### src/rtl/ber_pkg.sv
// Shared types and helpers for the BER window monitor: lock states, PRBS word sizes
// and a saturating adder used by every counter in the block.
package ber_pkg;

  typedef enum logic [1:0] {HUNT, LOCKED, LOST} ber_state_e;

  localparam logic [3:0] PRBS7_WORD_BITS  = 4'd8;
  localparam logic [3:0] PRBS13_WORD_BITS = 4'd13;

  // a + b clamped to the all-ones value of a w-bit counter (w <= 63)
  function automatic logic [63:0] sat_add(input logic [63:0] a, input logic [63:0] b,
                                          input int unsigned w);
    logic [64:0] s;
    logic [64:0] mx;
    s  = {1'b0, a} + {1'b0, b};
    mx = (65'd1 << w) - 65'd1;
    return (s > mx) ? mx[63:0] : s[63:0];
  endfunction

endpackage

### src/rtl/ber_window_monitor_if.sv
// Per-word compare result stream from the test controller into the BER monitor.
interface ber_window_monitor_if;
  logic       err_valid;
  logic [3:0] err_bits;
  logic [3:0] word_bits;

  modport master (output err_valid, output err_bits, output word_bits);
  modport slave  (input  err_valid, input  err_bits, input  word_bits);
endinterface

### src/rtl/ber_sat_counter.sv
// Accumulating counter that sticks at all-ones; q_nxt exposes the would-be value so
// the owner can make decisions on the count including the current increment.
module ber_sat_counter
  import ber_pkg::*;
#(
  parameter int W     = 32,
  parameter int ADD_W = 4
) (
  input  logic             clock,
  input  logic             reset,
  input  logic             clr,
  input  logic             en,
  input  logic [ADD_W-1:0] add,
  output logic [W-1:0]     q,
  output logic [W-1:0]     q_nxt
);

  always_comb q_nxt = W'(sat_add(64'(q), 64'(add), W));

  always_ff @(posedge clock) begin
    if (reset || clr) q <= '0;
    else if (en)      q <= q_nxt;
  end

endmodule

### src/rtl/ber_window_monitor.sv
// BER window monitor: HUNT/LOCKED/LOST sync machine, fixed-size measurement windows,
// saturating totals and sticky loss alarm. Optional peak tracking: BER_PEAK_TRACK_EN.
module ber_window_monitor
  import ber_pkg::*;
#(
  parameter int WINDOW_BITS = 4096,
  parameter int CNT_W       = 32,
  parameter int WERR_W      = 16,
  parameter int SYNC_WORDS  = 4,
  parameter int LOSS_THRESH = 64
) (
  input  logic                 clock,
  input  logic                 reset,
  ber_window_monitor_if.slave  word,
  input  logic                 clear,
  output logic                 lock,
  output logic                 alarm,
  output logic                 result_valid,
  output logic [WERR_W-1:0]    window_errors,
  output logic [CNT_W-1:0]     total_errors,
  output logic [CNT_W-1:0]     total_bits,
  output logic [WERR_W-1:0]    peak_errors
);

  localparam int WIN_W  = $clog2(WINDOW_BITS + 14);
  localparam int SYNC_W = $clog2(SYNC_WORDS + 1);

  ber_state_e        state;
  logic [SYNC_W-1:0] sync_cnt;
  logic [WIN_W-1:0]  win_bits, win_bits_nxt;
  logic [WERR_W-1:0] win_err, win_err_nxt;
  logic [CNT_W-1:0]  tot_err_nxt, tot_bits_nxt;
  logic [3:0]        wb, eb;
  logic              acc, win_close, loss, win_clr;

  always_comb begin
    wb           = (word.word_bits == PRBS7_WORD_BITS) ? PRBS7_WORD_BITS : PRBS13_WORD_BITS;
    eb           = (word.err_bits > wb) ? wb : word.err_bits;
    // clear drops a word arriving in the same cycle
    acc          = word.err_valid && (state == LOCKED) && !clear;
    win_bits_nxt = win_bits + WIN_W'(wb);
    win_close    = acc && (win_bits_nxt >= WIN_W'(WINDOW_BITS));
    loss         = acc && (32'(win_err_nxt) >= 32'(LOSS_THRESH));
    win_clr      = clear || win_close || (state == LOST);
  end

  ber_sat_counter #(.W(WERR_W), .ADD_W(4)) u_win_err (
    .clock(clock), .reset(reset), .clr(win_clr), .en(acc), .add(eb),
    .q(win_err), .q_nxt(win_err_nxt)
  );

  ber_sat_counter #(.W(CNT_W), .ADD_W(4)) u_tot_err (
    .clock(clock), .reset(reset), .clr(clear), .en(acc), .add(eb),
    .q(total_errors), .q_nxt(tot_err_nxt)
  );

  ber_sat_counter #(.W(CNT_W), .ADD_W(4)) u_tot_bits (
    .clock(clock), .reset(reset), .clr(clear), .en(acc), .add(wb),
    .q(total_bits), .q_nxt(tot_bits_nxt)
  );

  always_ff @(posedge clock) begin
    if (reset || clear) begin
      state         <= HUNT;
      sync_cnt      <= '0;
      win_bits      <= '0;
      lock          <= 1'b0;
      alarm         <= 1'b0;
      result_valid  <= 1'b0;
      window_errors <= '0;
    end else begin
      result_valid <= win_close;
      if (win_close) window_errors <= win_err_nxt;
      case (state)
        HUNT: if (word.err_valid) begin
          if (eb != 4'd0) begin
            sync_cnt <= '0;
          end else if (sync_cnt == SYNC_W'(SYNC_WORDS - 1)) begin
            // the locking word itself is not accumulated
            state    <= LOCKED;
            lock     <= 1'b1;
            sync_cnt <= '0;
          end else begin
            sync_cnt <= sync_cnt + 1'b1;
          end
        end
        LOCKED: if (word.err_valid) begin
          win_bits <= win_close ? '0 : win_bits_nxt;
          if (loss) begin
            state <= LOST;
            lock  <= 1'b0;
            alarm <= 1'b1;
          end
        end
        LOST: begin
          win_bits <= '0;
          sync_cnt <= '0;
          state    <= HUNT;
        end
        default: state <= HUNT;
      endcase
    end
  end

`ifdef BER_PEAK_TRACK_EN
  always_ff @(posedge clock) begin
    if (reset || clear)                               peak_errors <= '0;
    else if (win_close && win_err_nxt > peak_errors) peak_errors <= win_err_nxt;
  end
`else
  assign peak_errors = '0;
`endif

endmodule

### src/flat_wrapper.sv
// flat-port wrapper written by rule: the top's interface ports become plain ports
module ber_window_monitor_flat import ber_pkg::*;
#(
  parameter int WINDOW_BITS = 4096,
  parameter int CNT_W       = 32,
  parameter int WERR_W      = 16,
  parameter int SYNC_WORDS  = 4,
  parameter int LOSS_THRESH = 64
)
  (clock, reset, clear, lock, alarm, result_valid, window_errors, total_errors, total_bits, peak_errors, word_err_valid, word_err_bits, word_word_bits);
  ber_window_monitor_if word_i ();
  input  logic clock;
  input  logic reset;
  input  logic clear;
  output logic lock;
  output logic alarm;
  output logic result_valid;
  output logic [WERR_W-1:0] window_errors;
  output logic [CNT_W-1:0] total_errors;
  output logic [CNT_W-1:0] total_bits;
  output logic [WERR_W-1:0] peak_errors;
  input wire logic [$bits(word_i.err_valid)-1:0] word_err_valid;
  input wire logic [$bits(word_i.err_bits)-1:0] word_err_bits;
  input wire logic [$bits(word_i.word_bits)-1:0] word_word_bits;
  assign word_i.err_valid = word_err_valid;
  assign word_i.err_bits = word_err_bits;
  assign word_i.word_bits = word_word_bits;
  ber_window_monitor #(.WINDOW_BITS(WINDOW_BITS), .CNT_W(CNT_W), .WERR_W(WERR_W), .SYNC_WORDS(SYNC_WORDS), .LOSS_THRESH(LOSS_THRESH)) u_core (.clock(clock), .reset(reset), .word(word_i), .clear(clear), .lock(lock), .alarm(alarm), .result_valid(result_valid), .window_errors(window_errors), .total_errors(total_errors), .total_bits(total_bits), .peak_errors(peak_errors));
endmodule
### config.mk
export PLATFORM = sky130hd
export DESIGN_NAME = ber_window_monitor_flat
export DESIGN_NICKNAME = d
export VERILOG_FILES = /design/src/rtl/ber_pkg.sv /design/src/rtl/ber_window_monitor_if.sv /design/src/rtl/ber_sat_counter.sv /design/src/rtl/ber_window_monitor.sv /design/src/flat_wrapper.sv
export SDC_FILE = /design/constraint.sdc
export NUM_CORES = 1
export LEC_CHECK = 0
export BUFFER_PORTS_ARGS = -buffer_cell sky130_fd_sc_hd__clkbuf_2
export CORE_MARGIN = 2
export CORE_UTILIZATION = 58
export CTS_BUF_LIST = sky130_fd_sc_hd__clkbuf_2
export DETAILED_ROUTE_END_ITERATION = 10
export MAX_ROUTING_LAYER = met4
export PLACE_DENSITY = 0.82
export SETUP_SLACK_MARGIN = 0.3
export SLEW_MARGIN = 25
export SYNTH_ARGS = -nofsm -noshare
export SYNTH_HDL_FRONTEND = slang
export SYNTH_SLANG_ARGS = --single-unit
### constraint.sdc
create_clock -name clock -period 6.2 [get_ports clock]
set_input_delay 0.93 -clock clock [delete_from_list [all_inputs] [get_ports clock]]
set_output_delay 0.93 -clock clock [all_outputs]
set_load 0.05 [all_outputs]
Word-level counts from Yosys, hierarchy flattened --
Index checks and enable logic that the tools add are counted.
Cells by class: add/subtract/negate cells 5, order comparisons 6, equal/unequal tests 9, mux-type cells 24, reduce and logical (&&, ||, !) cells 19
Operators by type and width (number):
- 32-bit by 4-bit adder with 33-bit output | 2
- 33-bit by 32-bit greater-than comparator with 1-bit output, second input constant | 2
- 32-bit two-way mux | 2
- 13-bit two-way mux | 2
- 13-bit one-hot mux with 2 select lines | 1
- 16-bit by 4-bit adder with 17-bit output | 1
- 17-bit by 16-bit greater-than comparator with 1-bit output, second input constant | 1
- 16-bit by 7-bit >= comparator with 1-bit output, second input constant | 1
- 16-bit two-way mux | 1
- 13-bit by 4-bit adder with 13-bit output | 1
- 13-bit >= comparator, second input constant | 1
- 3-bit two-way mux | 4
- 2-bit two-way mux | 5
- 2-bit inequality test, second input constant | 3
- 3-bit one-hot mux with 2 select lines | 1
- 6-bit AND reduction | 1
- 2-bit nonzero test | 3
- 1-bit two-way mux | 5
- 5-bit AND reduction | 1
- 4-bit equality test, second input constant | 1
- 4-bit greater-than comparator | 1
- 1-bit logical AND | 4
- 1-bit logical OR | 4
- 4-bit two-way mux | 1
- 12 further kinds | 14
Storage, ports and cells: flip-flop bits (word level) 117, output and inout port bits 99, logic and storage cells 73

Depth between registers and ports, before layout --
word-level depth 12, depth in mapped cells 17, gate-level depth less buffers 17

By module --
From an unflattened synthesis, not the netlist that was laid out.
Unflattened totals: cells, all modules 1009, area, all modules 7918.8 um^2
Modules (own cells, without submodules):
- ber_sat_counter at u_core.u_tot_bits ... | instances 2, cells an instance 314, area an instance 2402.3 um^2
- ber_window_monitor | instances 1, cells an instance 233, area an instance 1926.8 um^2
- ber_sat_counter at u_core.u_win_err | instances 1, cells an instance 148, area an instance 1187.4 um^2

Least setup slack after synthesis --
OpenSTA, ideal clock, no wires.
path kind input to register, start point input word_word_bits[1], end point register u_core.alarm, setup time 0.132 ns, data arrival time 4.581 ns, data required time 6.068 ns, setup slack 1.487 ns, stages on the path 16, buffers on the path 0, cells stage by stage or4b_2 > inv_1 > ha_1 > nand3b_1 > nand2_1 > nor2_1 > o21ai_0 > ha_1 > ha_1 > a21o_1 > a211oi_4 > nor3_2 > or4_4 > a2111oi_4 > a21o_1 > a21oi_1
Between the ends: word-level cells in the longest chain between the ends 10
Ends and longest elaborated chain:
- start: declaration | line flat_wrapper.sv:24 | input wire logic [$bits(word_i.word_bits)-1:0] word_word_bits;
- 4-bit equality test (*) | line ber_window_monitor.sv:37 | wb = (word.word_bits == PRBS7_WORD_BITS) ? PRBS7_WORD_BITS : PRBS13_WORD_BITS;
- 3-bit two-way mux (*) | line ber_window_monitor.sv:37
- 4-bit greater-than comparator | line ber_window_monitor.sv:38 | eb = (word.err_bits > wb) ? wb : word.err_bits;
- 4-bit two-way mux (*) | line ber_window_monitor.sv:38
- 16-bit by 4-bit adder with 17-bit output (*) | line ber_pkg.sv:15 | s = {1'b0, a} + {1'b0, b};
- 17-bit by 16-bit greater-than comparator with 1-bit output | line ber_pkg.sv:17 | return (s > mx) ? mx[63:0] : s[63:0];
- 16-bit two-way mux (*) | line ber_pkg.sv:17
- 16-bit by 7-bit >= comparator with 1-bit output (*) | line ber_window_monitor.sv:43 | loss = acc && (32'(win_err_nxt) >= 32'(LOSS_THRESH));
- 1-bit logical AND (*) | line ber_window_monitor.sv:43
- 3-bit AND reduction (no line) (*)
- end signal: assignment | line ber_window_monitor.sv:68 | alarm <= 1'b0;
- end signal: assignment | line ber_window_monitor.sv:92 | alarm <= 1'b1;
- end: declaration | line ber_window_monitor.sv:17 | output logic alarm,
Every way passes the cells marked *; elsewhere a longest branch is shown, timed or not. A chain may end at the register's enable or synchronous reset.

Final worst setup path --
start point input word_word_bits[1], end point register u_core.state[1]
Between the ends: word-level cells in the longest chain between the ends 11, elaborated cells on any way between the ends 13, those cells by class add/sub (1); order compare (3); eq/ne (3); mux (3); reduce/logical (3)
Ends and longest elaborated chain:
- 4-bit equality test (*) | line ber_window_monitor.sv:37
- 3-bit two-way mux (*) | line ber_window_monitor.sv:37
- 4-bit greater-than comparator | line ber_window_monitor.sv:38
- 4-bit two-way mux (*) | line ber_window_monitor.sv:38
- 16-bit by 4-bit adder with 17-bit output | line ber_pkg.sv:15
- 17-bit by 16-bit greater-than comparator with 1-bit output | line ber_pkg.sv:17
- 16-bit two-way mux | line ber_pkg.sv:17
- 16-bit by 7-bit >= comparator with 1-bit output | line ber_window_monitor.sv:43
- 1-bit logical AND | line ber_window_monitor.sv:43
- 2-bit by 1-bit inequality test with 1-bit output (no line)
- 5-bit AND reduction (no line) (*)
- end signal: assignment | line ber_window_monitor.sv:64 | state <= HUNT;
- end signal: assignment | line ber_window_monitor.sv:80 | state <= LOCKED;
- end signal: assignment | line ber_window_monitor.sv:90 | state <= LOST;
- end: declaration | line ber_window_monitor.sv:28 | ber_state_e state;
Marked as above.

==> run summary <==
The full die area is 0.0116 mm^2. The placement row count came out at 37. The share of the core filled with cells came out at 0.667. The routed layout has 5879 vias. The final critical-path share of the clock period is 0.732.

The placed wire-length estimate after detailed placement is around 11000 um. The width of the chip came out at around 110 um. At the worst endpoint, the arrival time is slightly above 5000 ps. The clock latency of the later-clocked register in the worst-skew pair is between 600 and 700 ps. At the end of the flow, the number of nets in the layout was roughly 850. Traced cell by cell, the critical path runs through clkbuf_2 > or4b_2 > inv_1 > ha_1 > nand3b_1 > nand2_1 > nor2_1 > o21ai_0 > ha_1 > ha_1 > a21o_1 > a211oi_4 > nor3_2 > or4_4 > a2111oi_4 > a21o_1 > nor2_1. The hold-fix buffer count after cts is 0. The wire length of the first global-routing pass is 25300 um.

STA classifies the critical path endpoint as a flip-flop. The startpoint kind of the worst setup timing path is a primary input. The max-slew violation total from the final report came to 0.

Before CTS, the worst setup slack after placement is around 1000 ps. The final global-route overflow total is 0. For this run, the slowest stage of the critical path takes 800 ps.

In this run the worst path has a maximum fanout of 7. Summed over all instances, the cell type with the most area after synthesis is sky130_fd_sc_hd__dfxtp_1. The leakage power figure is roughly 2.7 nW. The core region area is 0.0104 mm^2. Setup repair after global routing left no endpoint under its margin. The number of inserted filler cells in the final layout is between 800 and 900. The total track usage came out at 0.277.

The worst setup slack for register-to-register paths is 2630 ps. The required arrival time at the worst endpoint came out at between 6000 and 7000 ps. The initial antenna violation count came out at 0. The cell occurring most often along the worst timing path is sky130_fd_sc_hd__ha_1.

The final wirelength came out at about 15000 um. After synthesis, the cell types taking the most area are sky130_fd_sc_hd__dfxtp_1 37%, sky130_fd_sc_hd__a21oi_1 7.4%, sky130_fd_sc_hd__nor2_1 4.3%. The power density over cell area is 196 mW/mm^2. The final total power is ~1.4 mW. The ratio of cells with drive above 1 in the final layout came out at 0.188. The post-synthesis average cell area is roughly 8.4 um^2. The number of synthesized flops with an enable pin came out at 0. The clock-pin slew reported for the worst setup and hold paths after clock tree synthesis came out at ~160 ps. The area of all placed cells without fillers came out at slightly below 0.007 mm^2. TritonCTS built the clock tree. The number of flip-flops and latches in the synthesized netlist is 117. The residual DRC count is 0.

The worst path in the final design needs a cycle of between 4000 and 5000 ps, including I/O delays and setup. The via density per instance is between 6 and 7. For the pin with the worst max-slew slack, the measured transition is about 950 ps. The Yosys step of the flow raised 0 warnings. The worst path setup slack after routing came out at between 1500 and 2000 ps. The setup TNS came out at 0 ps. The first routing iteration left 384 violations. The initial standard-cell utilization of the core is 0.600. The largest net degree at the start of global routing came out at 60.

The number of global-route vias before repair came to between 5k and 6k. The count of different cell masters after synthesis came out at 70. The count of clock tree sinks is 117.

Compared with the post-synthesis result, the final layout area differs by 11.2%. The average routed wire per standard cell is 15.9 um. The final hold violation count came out at 0. In this run the clock root is driven by a sky130_fd_sc_hd__clkbuf_2. The min-delay analysis places its worst path in the category flip-flop to flip-flop. The number of clock buffers inserted by TritonCTS came out at 17. The maximum clock frequency is ~220 MHz.

The number of gates resized after cts is 0. The cell area after placement is ~0.0067 mm^2. The number of search-and-repair iterations in the first detailed-routing pass came out at 6. During I/O placement, the number of pins put on the boundary was about 110.

Counting along the longest clock path gives a buffer depth of 2. Setup violations remaining at the end of the flow were counted as 0. The area share of the largest cell type after synthesis came out at 0.375.

The worst slew margin relative to its limit is 0.366. The startpoint-to-endpoint class of the critical path is primary input to flip-flop. The flow ran to the end, and the final reports show no timing, DRC or antenna violations. The final estimated routing congestion in global placement came out at around 0.94. On the final layout, the worst clock skew is approximately 36 ps. The count of buffers added by post-CTS timing repair for setup is 0.

The maximum vdd drop is between 0.15 and 0.2 mV. The repair_antennas step left the layout with diodes totalling 0. The part of the Yosys area used for sequential elements came out at 0.375. Once detail routing completed, the nets flagged for antenna violations numbered 0. In this run the vertical extent of the chip is 108 um.

Counting every instance in the synthesized netlist gives between 700 and 800. The number of max-capacitance violations reported came out at 0. The slowest library cell on the worst path is sky130_fd_sc_hd__or4b_2.

The number of H-tree levels came out at 4. The combined area of all synthesized cells came out at around 0.0063 mm^2. The count of buffers added on input and output ports is 94. The dominant register cell in the synthesized netlist is sky130_fd_sc_hd__dfxtp_1. The share of flip-flops with an asynchronous set or reset after synthesis came out at 0.
[metrics by stage]
step	std cells	hold slack [ps]
detailed placement	934	426
finish	965	442
CTS	965	446
floorplan	758	410
global route	965	486
global placement	934	416
[placed cells by master, fill, tap and decap left out, types with 12 or more instances in the layout]
cell,instances
sky130_fd_sc_hd__a211oi_1,16
sky130_fd_sc_hd__a21oi_1,93
sky130_fd_sc_hd__a311oi_1,15
sky130_fd_sc_hd__and2_1,12
sky130_fd_sc_hd__and3_1,22
sky130_fd_sc_hd__and4_1,12
sky130_fd_sc_hd__clkbuf_2,114
sky130_fd_sc_hd__conb_1,16
sky130_fd_sc_hd__dfxtp_1,117
sky130_fd_sc_hd__ha_1,17
sky130_fd_sc_hd__inv_1,12
sky130_fd_sc_hd__nand2_1,39
sky130_fd_sc_hd__nand3_1,37
sky130_fd_sc_hd__nand4_1,13
sky130_fd_sc_hd__nor2_1,70
sky130_fd_sc_hd__nor3_1,20
sky130_fd_sc_hd__o21ai_0,31
sky130_fd_sc_hd__xnor2_1,22
sky130_fd_sc_hd__xor2_1,26
[area by class of cell]
class	count	area [um^2]	share of cell area
clock inverters	11	159	0.0229
flip-flops and latches	117	2340	0.337
repair buffers	97	493	0.0709
clock buffers	20	100	0.0144
well taps	136	170	0.0245
inverters	12	45.0	0.00648
multi-input cells	572	3640	0.524
[Yosys cell counts, types with 6 or more instances]
library cell                 n
sky130_fd_sc_hd__nor3_1     20
sky130_fd_sc_hd__buf_2       9
sky130_fd_sc_hd__nand4_1    13
sky130_fd_sc_hd__and4_1     12
sky130_fd_sc_hd__a211o_1     9
sky130_fd_sc_hd__and2_1     12
sky130_fd_sc_hd__dfxtp_1   117
sky130_fd_sc_hd__a311oi_1   15
sky130_fd_sc_hd__xnor2_1    22
sky130_fd_sc_hd__a21oi_1    93
sky130_fd_sc_hd__inv_1      12
sky130_fd_sc_hd__nor2_1     71
sky130_fd_sc_hd__clkbuf_1   27
sky130_fd_sc_hd__buf_4      17
sky130_fd_sc_hd__and3_1     22
sky130_fd_sc_hd__a211oi_1   16
sky130_fd_sc_hd__o221a_2     6
sky130_fd_sc_hd__ha_1       17
sky130_fd_sc_hd__nand3_1    37
sky130_fd_sc_hd__o21ai_0    31
sky130_fd_sc_hd__xor2_1     26
sky130_fd_sc_hd__a31oi_1     9
sky130_fd_sc_hd__nand2_1    39
[worst max-delay path, delay by kind of cell]
| kind | cells | cell delay, ps |
|---|---|---|
| adder cells (fa/ha/maj) | 3 | 780 |
| buffers and inverters | 2 | 210 |
| AO/OA/AOI/OAI | 5 | 1330 |
| AND/OR/NAND/NOR | 7 | 1800 |
[power breakdown]
group	leakage [nW]	total, mW	internal (mW)	switching (mW)
Clock	0.159	0.544	0.264	0.280
Combinational	1.60	0.0662	0.0138	0.0524
Sequential	0.942	0.753	0.753	0.0000349
[registers in the layout (all words and copies together), names as in the netlist]
name                  cells
u_core.u_tot_err.q       32
u_core.sync_cnt           3
u_core.state              2
u_core.u_win_err.q       16
u_core.win_bits          13
u_core.window_errors     16
u_core.alarm              1
u_core.result_valid       1
u_core.lock               1
u_core.u_tot_bits.q      32
[cells by family (layout without fill, tap and decap cells)]
| family | count (synthesis) | after routing | synth area share |
|---|---|---|---|
| AOI/OAI and AO/OA | 221 | 221 | 0.232 |
| other | 1 | 16 | 0.000600 |
| xor gates and xnor gates | 49 | 49 | 0.0717 |
| adders and majority gates | 18 | 18 | 0.0356 |
| DFF | 117 | 117 | 0.375 |
| muxes | 4 | 4 | 0.00661 |
| buffers and inverters | 69 | 140 | 0.0538 |
| and+or+nand+nor | 264 | 264 | 0.225 |
[metal layers]
| layer | part of all wire | up-vias | wire, um | global-route usage |
|---|---|---|---|---|
| met2 | 0.48 | 216 | 7410 | 0.450 |
| met3 | 0.068 | 27 | 1040 | 0.0605 |
| met4 | 0.018 | 0 | 277 | 0.102 |
| li1 | - | 2864 | - | - |
| met1 | 0.43 | 2772 | 6580 | 0.340 |
| met5 | 0 | - | 0 | - |
[final timing paths]
check | start | end | cells after the start
max reg2reg | u_core.state[0]$_SDFFE_PP0P_ | u_core.u_win_err.q[4]$_SDFFE_PP0P_ | 5
min reg2reg | u_core.sync_cnt[2]$_SDFFE_PP0P_ | u_core.sync_cnt[2]$_SDFFE_PP0P_ | 2
min | u_core.sync_cnt[2]$_SDFFE_PP0P_ | u_core.sync_cnt[2]$_SDFFE_PP0P_ | 2
max | word_word_bits[1] | u_core.state[1]$_SDFFE_PP0P_ | 17
Note: power is estimated with default switching activity, not from simulation.
